**src/rtl/spi_master_top.sv**
```systemverilog
`default_nettype none
// +----------------------------------------------------------------------------+
// | Module   : spi_master_top                                                  |
// | Brief    : Pmod DA2 SPI master; 16-bit DAC frames from switches, pattern,  |
// |            ramp or sine. Macro START_DEBOUNCE_EN debounces start_btn.      |
// | Revision : 1.0                                                             |
// +----------------------------------------------------------------------------+
module spi_master_top #(
   parameter int DEBOUNCE_CYCLES = 8,
   parameter int GAP_CYCLES      = 16
) (
   input  logic       clk,
   input  logic       rst_btn,
   input  logic [1:0] mode_sw,
   input  logic       start_btn,
   input  logic [3:0] clk_div_sw,
   input  logic [7:0] data_sw,
   output logic       led_busy,
   output logic [1:0] led_mode,
   output logic       spi_cs_n,
   output logic       spi_sclk,
   output logic       spi_mosi
);
   localparam int                 c_gap_w    = $clog2(GAP_CYCLES + 1);
   localparam logic [c_gap_w-1:0] c_gap_last = c_gap_w'(GAP_CYCLES - 1);

   typedef enum logic [1:0] {
      ST_IDLE  = 2'd0,
      ST_SHIFT = 2'd1,
      ST_GAP   = 2'd2
   } state_t;

   generate
      if (GAP_CYCLES < 1 || DEBOUNCE_CYCLES < 1) begin : g_param_chk
         $error("spi_master_top: GAP_CYCLES and DEBOUNCE_CYCLES must be >= 1");
      end
   endgenerate

   function automatic logic [11:0] pat_lut(input logic [1:0] idx);
      case (idx)
         2'd0:    pat_lut = 12'h000;
         2'd1:    pat_lut = 12'h555;
         2'd2:    pat_lut = 12'hAAA;
         default: pat_lut = 12'hFFF;
      endcase
   endfunction

   function automatic logic [11:0] sine_lut(input logic [3:0] idx);
      case (idx)
         4'd0:    sine_lut = 12'h800;
         4'd1:    sine_lut = 12'hB0F;
         4'd2:    sine_lut = 12'hDA7;
         4'd3:    sine_lut = 12'hF63;
         4'd4:    sine_lut = 12'hFFF;
         4'd5:    sine_lut = 12'hF63;
         4'd6:    sine_lut = 12'hDA7;
         4'd7:    sine_lut = 12'hB0F;
         4'd8:    sine_lut = 12'h800;
         4'd9:    sine_lut = 12'h4F1;
         4'd10:   sine_lut = 12'h259;
         4'd11:   sine_lut = 12'h09D;
         4'd12:   sine_lut = 12'h001;
         4'd13:   sine_lut = 12'h09D;
         4'd14:   sine_lut = 12'h259;
         default: sine_lut = 12'h4F1;
      endcase
   endfunction

   logic btn_s1_q, btn_s1_d, btn_s2_q, btn_s2_d;
`ifdef START_DEBOUNCE_EN
   localparam int                c_db_w    = $clog2(DEBOUNCE_CYCLES + 1);
   localparam logic [c_db_w-1:0] c_db_last = c_db_w'(DEBOUNCE_CYCLES - 1);
   logic [c_db_w-1:0] db_cnt_q, db_cnt_d;
   logic              db_fired_q, db_fired_d;
`else
   logic btn_prev_q, btn_prev_d;
`endif

   state_t             state_q, state_d;
   logic [15:0]        shreg_q, shreg_d;
   logic [3:0]         div_q, div_d;
   logic [3:0]         cnt_q, cnt_d;
   logic [3:0]         bit_q, bit_d;
   logic [c_gap_w-1:0] gap_q, gap_d;
   logic               cs_n_q, cs_n_d;
   logic               sclk_q, sclk_d;
   logic               mosi_q, mosi_d;
   logic               busy_q, busy_d;
   logic [1:0]         led_mode_q, led_mode_d;
   logic [1:0]         src_q, src_d;
   logic [1:0]         pat_idx_q, pat_idx_d;
   logic [5:0]         ramp_idx_q, ramp_idx_d;
   logic [3:0]         sine_idx_q, sine_idx_d;

   logic        btn_trig;
   logic        start_frame;
   logic [11:0] frame_val;

   always_comb begin
      btn_s1_d = start_btn;
      btn_s2_d = btn_s1_q;
`ifdef START_DEBOUNCE_EN
      // One trigger per press: fire once after the run length, re-arm on release.
      db_cnt_d   = db_cnt_q;
      db_fired_d = db_fired_q;
      btn_trig   = 1'b0;
      if (!btn_s2_q) begin
         db_cnt_d   = '0;
         db_fired_d = 1'b0;
      end else if (!db_fired_q) begin
         if (db_cnt_q == c_db_last) begin
            btn_trig   = 1'b1;
            db_fired_d = 1'b1;
         end else begin
            db_cnt_d = db_cnt_q + 1'b1;
         end
      end
`else
      btn_prev_d = btn_s2_q;
      btn_trig   = btn_s2_q & ~btn_prev_q;
`endif

      case (mode_sw)
         2'b00:   frame_val = {data_sw, 4'h0};
         2'b01:   frame_val = pat_lut(pat_idx_q);
         2'b10:   frame_val = {ramp_idx_q, 6'b0};
         default: frame_val = sine_lut(sine_idx_q);
      endcase
      start_frame = (mode_sw == 2'b00) ? btn_trig : 1'b1;

      state_d    = state_q;
      shreg_d    = shreg_q;
      div_d      = div_q;
      cnt_d      = cnt_q;
      bit_d      = bit_q;
      gap_d      = gap_q;
      cs_n_d     = cs_n_q;
      sclk_d     = sclk_q;
      mosi_d     = mosi_q;
      busy_d     = busy_q;
      src_d      = src_q;
      pat_idx_d  = pat_idx_q;
      ramp_idx_d = ramp_idx_q;
      sine_idx_d = sine_idx_q;
      led_mode_d = mode_sw;

      case (state_q)
         ST_IDLE: begin
            if (start_frame) begin
               state_d = ST_SHIFT;
               shreg_d = {4'h0, frame_val};
               mosi_d  = shreg_d[15];
               div_d   = clk_div_sw;
               src_d   = mode_sw;
               cnt_d   = 4'd0;
               bit_d   = 4'd0;
               cs_n_d  = 1'b0;
               sclk_d  = 1'b0;
               busy_d  = 1'b1;
            end
         end
         ST_SHIFT: begin
            if (cnt_q == div_q) begin
               cnt_d = 4'd0;
               if (!sclk_q) begin
                  sclk_d = 1'b1;
               end else begin
                  sclk_d = 1'b0;
                  if (bit_q == 4'd15) begin
                     state_d = ST_GAP;
                     cs_n_d  = 1'b1;
                     mosi_d  = 1'b0;
                     gap_d   = '0;
                     case (src_q)
                        2'b01:   pat_idx_d  = pat_idx_q + 2'd1;
                        2'b10:   ramp_idx_d = ramp_idx_q + 6'd1;
                        2'b11:   sine_idx_d = sine_idx_q + 4'd1;
                        default: ;
                     endcase
                  end else begin
                     // Next bit is presented on the falling edge, while SCLK is low.
                     bit_d   = bit_q + 4'd1;
                     mosi_d  = shreg_q[14];
                     shreg_d = {shreg_q[14:0], 1'b0};
                  end
               end
            end else begin
               cnt_d = cnt_q + 4'd1;
            end
         end
         ST_GAP: begin
            if (gap_q == c_gap_last) begin
               state_d = ST_IDLE;
               busy_d  = 1'b0;
            end else begin
               gap_d = gap_q + 1'b1;
            end
         end
         default: begin
            state_d = ST_IDLE;
            cs_n_d  = 1'b1;
            sclk_d  = 1'b0;
            mosi_d  = 1'b0;
            busy_d  = 1'b0;
         end
      endcase
   end

   always_ff @(posedge clk or negedge rst_btn) begin
      if (!rst_btn) begin
         btn_s1_q   <= 1'b0;
         btn_s2_q   <= 1'b0;
`ifdef START_DEBOUNCE_EN
         db_cnt_q   <= '0;
         db_fired_q <= 1'b0;
`else
         btn_prev_q <= 1'b0;
`endif
         state_q    <= ST_IDLE;
         shreg_q    <= 16'h0000;
         div_q      <= 4'd0;
         cnt_q      <= 4'd0;
         bit_q      <= 4'd0;
         gap_q      <= '0;
         cs_n_q     <= 1'b1;
         sclk_q     <= 1'b0;
         mosi_q     <= 1'b0;
         busy_q     <= 1'b0;
         led_mode_q <= 2'b00;
         src_q      <= 2'b00;
         pat_idx_q  <= 2'd0;
         ramp_idx_q <= 6'd0;
         sine_idx_q <= 4'd0;
      end else begin
         btn_s1_q   <= btn_s1_d;
         btn_s2_q   <= btn_s2_d;
`ifdef START_DEBOUNCE_EN
         db_cnt_q   <= db_cnt_d;
         db_fired_q <= db_fired_d;
`else
         btn_prev_q <= btn_prev_d;
`endif
         state_q    <= state_d;
         shreg_q    <= shreg_d;
         div_q      <= div_d;
         cnt_q      <= cnt_d;
         bit_q      <= bit_d;
         gap_q      <= gap_d;
         cs_n_q     <= cs_n_d;
         sclk_q     <= sclk_d;
         mosi_q     <= mosi_d;
         busy_q     <= busy_d;
         led_mode_q <= led_mode_d;
         src_q      <= src_d;
         pat_idx_q  <= pat_idx_d;
         ramp_idx_q <= ramp_idx_d;
         sine_idx_q <= sine_idx_d;
      end
   end

   assign led_busy = busy_q;
   assign led_mode = led_mode_q;
   assign spi_cs_n = cs_n_q;
   assign spi_sclk = sclk_q;
   assign spi_mosi = mosi_q;

endmodule
`default_nettype wire

```
**config.mk**
```make
export PLATFORM = sky130hd
export DESIGN_NAME = spi_master_top
export DESIGN_NICKNAME = d
export VERILOG_FILES = /design/src/rtl/spi_master_top.sv
export SDC_FILE = /design/constraint.sdc
export NUM_CORES = 1
export LEC_CHECK = 0
export ABC_AREA = 1
export CAP_MARGIN = 30
export CORE_ASPECT_RATIO = 0.7
export CORE_MARGIN = 4
export CORE_UTILIZATION = 35
export CTS_CLUSTER_SIZE = 16
export DETAILED_ROUTE_END_ITERATION = 6
export DONT_BUFFER_PORTS = 1
export GPL_TIMING_DRIVEN = 0
export RECOVER_POWER = 100
export SKIP_CTS_REPAIR_TIMING = 1
export SYNTH_ARGS = -nofsm -noshare
export SYNTH_HDL_FRONTEND = slang
export SYNTH_SLANG_ARGS = --single-unit
```
**constraint.sdc**
```tcl
create_clock -name clk -period 2 [get_ports clk]
set_input_delay 0.2 -clock clk [delete_from_list [all_inputs] [get_ports clk]]
set_output_delay 0.2 -clock clk [all_outputs]
set_load 0.005 [all_outputs]
```
==> impl.org <==
** Drt
- Average detailed-routed wire length per instance :: 12.9 um
- Length of routed met2 wiring :: 3.25 mm
- For this block, wires on met1 add up to 3.87 mm.
- Summed over all nets, wire length on met3 after detailed routing comes to 370 um.
- For this block, the via count after detailed routing is 2744.
- The first detailed-routing pass ran for 4 iterations.
- Iter 0 DRT Violations :: 166
- In the routed design, unresolved DRC markers number 0.
- After detailed routing, no signal wire sits above met4.
- Residual antenna-violating net count after detailed routing :: 0
- WL final :: 7.54 mm
- Vias/cell :: 4.71

** Global route
- Across every metal layer, demand over resource in global routing totals 0.144.
- The first global-routing pass estimated 12.8 mm of wire.
- Initial antenna violation count :: 0
- Entering global routing, the biggest net connects 58 pins.
- Vias in the first global route :: 2572
- Global route total overflow :: 0

** Status
- Failing checks :: negative hold slack
- The flow ran to the end, but the final reports show violations.

** Floorplan
- From bottom edge to top edge, the die measures 89.5 um.
- In this run the count of I/O pins placed on the die edge is 23.
- Starting Density :: 0.363
- Placeable core region :: 9140 um^2
- The initialized floorplan defines 29 standard-cell rows.
- The die covers 11100 um^2.
- Width of the die :: 124 um

** Placed design
- Routability-driven placement finished with a final weighted congestion of 0.898.
- Worst setup timing slack at the placement stage :: 0.0935 ns
- After detailed placement, the total cell area comes to 3480 um^2.
- Port buffering added 0 buffers.
- Detailed placement finished with a half-perimeter wire length of 5.29 mm.

** Synth
- Post-synthesis area per instance :: 7.57 um^2
- Yosys warning total :: 0
- When the netlist entered floorplanning its net count stood at 472.
- Flop and latch count out of synthesis :: 57
- Cell variety after synth :: 36
- Cells after synthesis :: 439
- Post-synth design cell area :: 3320 um^2
- For this run, the register share of the synthesized area comes to 0.430.

** Power
- Dividing total power by cell area gives a power density of 698 nW/um^2.
- In this run the static leakage power is 0.00200 uW.
- VDD IR-drop max :: 456 uV

** Worst setup path
- The critical path is of the register to register type.
- CP max stage delay :: 0.49 ns
- At the worst endpoint, the arrival time is 2.07 ns.
- In this run the worst path has a maximum fanout of 8.
- Chain of cells forming the critical path :: inv_1 -> ha_1 -> or2_2 -> nand3_1 -> nand2_1 -> o21ai_0 -> nand2_1 -> nand2_1 -> nand2_1
- Crit-path slowest cell :: dfrtp_1
- Cell mode on critical path :: nand2_1
- Required time at the endpoint of the critical path :: 2.21 ns
- STA classifies the critical path endpoint as a register.
- Kind of launch point of the worst setup path :: register

** Clock network
- The H-tree was split into 3 levels.
- Buffers from clock root to sink, at most :: 2
- Clock tree root driver cell :: clkbuf_16
- TritonCTS built the clock tree.
- Clock tree synthesis found a total of 57 sinks.
- Clock-pin slew was measured on the worst setup and hold paths at 0.05 ns.
- Number of buffers inserted during clock tree synthesis :: 9
- Insertion delay to the later sink of the worst-skew pair :: 0.32 ns

** Final layout
- Fraction of layout cells with a size suffix above 1 :: 0.0959
- From synthesis to final layout, the design area changed by 14.6%.
- Area of the multi-input gates :: 1680 um^2
- Finished layout cell area :: 3810 um^2
- Counting the fill cells in the layout gives 932.
- Count of inserted antenna diode cells :: 0
- Post-Route Utilization :: 0.417
- In the final layout, flip-flops and latches occupy 1430 um^2.
- The net count of the finished layout is 488.

** Timing
- Time the worst path needs with I/O delays and setup :: 1.85 ns
- For the pin with the worst max-slew slack, the measured transition is 1.43 ns.
- Fin Clk Skew :: 0.00908 ns
- Derived from the worst setup path, the maximum achievable clock frequency is 540 MHz.
- Setup repair after global routing left no endpoint under its margin.
- Max-slew violation total from the final report :: 0
- Final setup violation count :: 0
- Final Hold Fails :: 1
- Final hold analysis gives a worst-case slack of -0.0000905 ns.
- Total Neg Setup Slack :: 0 ns
- Worst-case headroom to the max-slew limit :: 0.0495
- Share of the cycle needed by the critical path after routing :: 0.927
- After layout, the worst setup slack is 0.147 ns.

** Hold path
- Type of the worst min-delay path :: primary input to register

** Job
- Across the run, the number of max-cap violations was 0.
## synth_stat cells
cell type / n / area [um^2]
or2_2: 3 / 18.8
a31oi_1: 2 / 12.5
ha_1: 16 / 200
buf_2: 4 / 20.0
nand2_2: 2 / 12.5
nor2_8: 2 / 40.0
a21oi_1: 8 / 40.0
and3_1: 1 / 6.26
o22a_1: 1 / 8.76
inv_2: 4 / 15.0
buf_6: 1 / 11.3
nand3b_1: 3 / 22.5
clkbuf_1: 1 / 3.75
buf_1: 1 / 3.75
o21ai_1: 3 / 15.0
o211ai_1: 1 / 7.51
nand3_1: 33 / 165
dfrtp_1: 56 / 1400
inv_1: 43 / 161
buf_4: 1 / 7.51
o211ai_4: 1 / 21.3
nand4_1: 3 / 18.8
nand2_1: 182 / 683
a21boi_0: 1 / 7.51
nand3_4: 1 / 17.5
dfstp_2: 1 / 26.3
nor2_2: 3 / 18.8
o22ai_1: 3 / 18.8
o21ai_0: 23 / 115
nand2_4: 2 / 22.5
nand4_4: 1 / 21.3
xor2_1: 6 / 52.6
nor3_4: 1 / 16.3
xnor2_1: 3 / 26.3
nor2_1: 21 / 78.8
nor3_1: 1 / 5.00
## layer usage
| metal | global-route usage | vias up |
|---|---|---|
| li1 | - | 1420 |
| met1 | 0.203 | 1262 |
| met2 | 0.211 | 55 |
| met3 | 0.0406 | 7 |
| met4 | 0.0567 | 0 |
| met5 | 0 | - |
## cells by family after synthesis
group           after synthesis  synth area share
buf+inv                      55            0.0670
simple gates                259             0.345
xor+xnor                      9            0.0237
flops                        57             0.430
compound gates               43            0.0742
fa+ha+maj                    16            0.0602
## registers in the layout, summed over array words and instances, names as in the netlist
signal	cells
btn_prev_q	1
ramp_idx_q	6
src_q	2
spi_sclk	1
gap_q	5
sine_idx_q	4
btn_s1_q	1
cnt_q	4
bit_q	4
shreg_q	15
state_q	2
led_busy	1
div_q	4
spi_cs_n	1
led_mode	2
pat_idx_q	2
btn_prev_d	1
spi_mosi	1
## path summary, 6_finish.rpt
kind,startpoint,endpoint,slack [ns],cells past startpoint
min,clk_div_sw[0],div_q[0],-0.00009,2
max reg2reg,sine_idx_q[1],shreg_q[10],0.15,9
max in group asynchronous,rst_btn,gap_q[3],0.39,2
min in group asynchronous,rst_btn,div_q[2],0.75,2
max,sine_idx_q[1],shreg_q[10],0.15,9
min reg2reg,btn_s1_q,btn_prev_d,0.35,0
## cell type report
type | instances | area share
plain buffers | 8 | 0.0115
clock buffers | 13 | 0.0710
clock inverters | 2 | 0.00329
inverters | 47 | 0.0463
multi-input cells | 327 | 0.441
flip-flops and latches | 57 | 0.375
well taps | 124 | 0.0407
repair buffers | 5 | 0.0118
## worst max-delay path: cells and delay by family, from the launching register on
| kind | cells | cell delay, ns |
|---|---|---|
| adders and majority gates | 1 | 0.22 |
| DFF | 1 | 0.49 |
| AOI/OAI and AO/OA | 1 | 0.25 |
| and+or+nand+nor | 6 | 0.64 |
| buffers and inverters | 1 | 0.15 |
## cells in the final DEF (no fill, tap or decap), types with 2 or more instances in the layout
cell / n
a21oi_1: 8
xor2_1: 6
nand3b_1: 3
nand2_2: 2
clkbuf_8: 3
dlygate4sd3_1: 4
nand3_1: 33
o21ai_0: 23
dfrtp_1: 56
nor2_2: 4
clkbuf_16: 9
nand2_1: 182
nor2_8: 2
nand2_4: 2
inv_1: 43
inv_2: 4
clkbuf_1: 3
o22ai_1: 3
xnor2_1: 3
buf_2: 4
nor2_1: 20
ha_1: 16
clkbuf_2: 2
or2_2: 3
nand4_1: 3
o21ai_1: 2
## power by group
part           leakage (uW)  internal [uW]  switching, uW  total [uW]
combinational       0.00113           12.9           40.1        53.1
sequential         0.000739           1160           2.85        1160
clock              0.000138            929            513        1440
## metrics by stage
step / instances / total power [uW]
floorplan: 439 / 1200
global placement: 563 / 1210
detailed placement: 563 / 1210
CTS: 578 / 2650
global route: 583 / 2760
finish: 583 / 2660
Note: power is estimated with default switching activity, not from simulation.
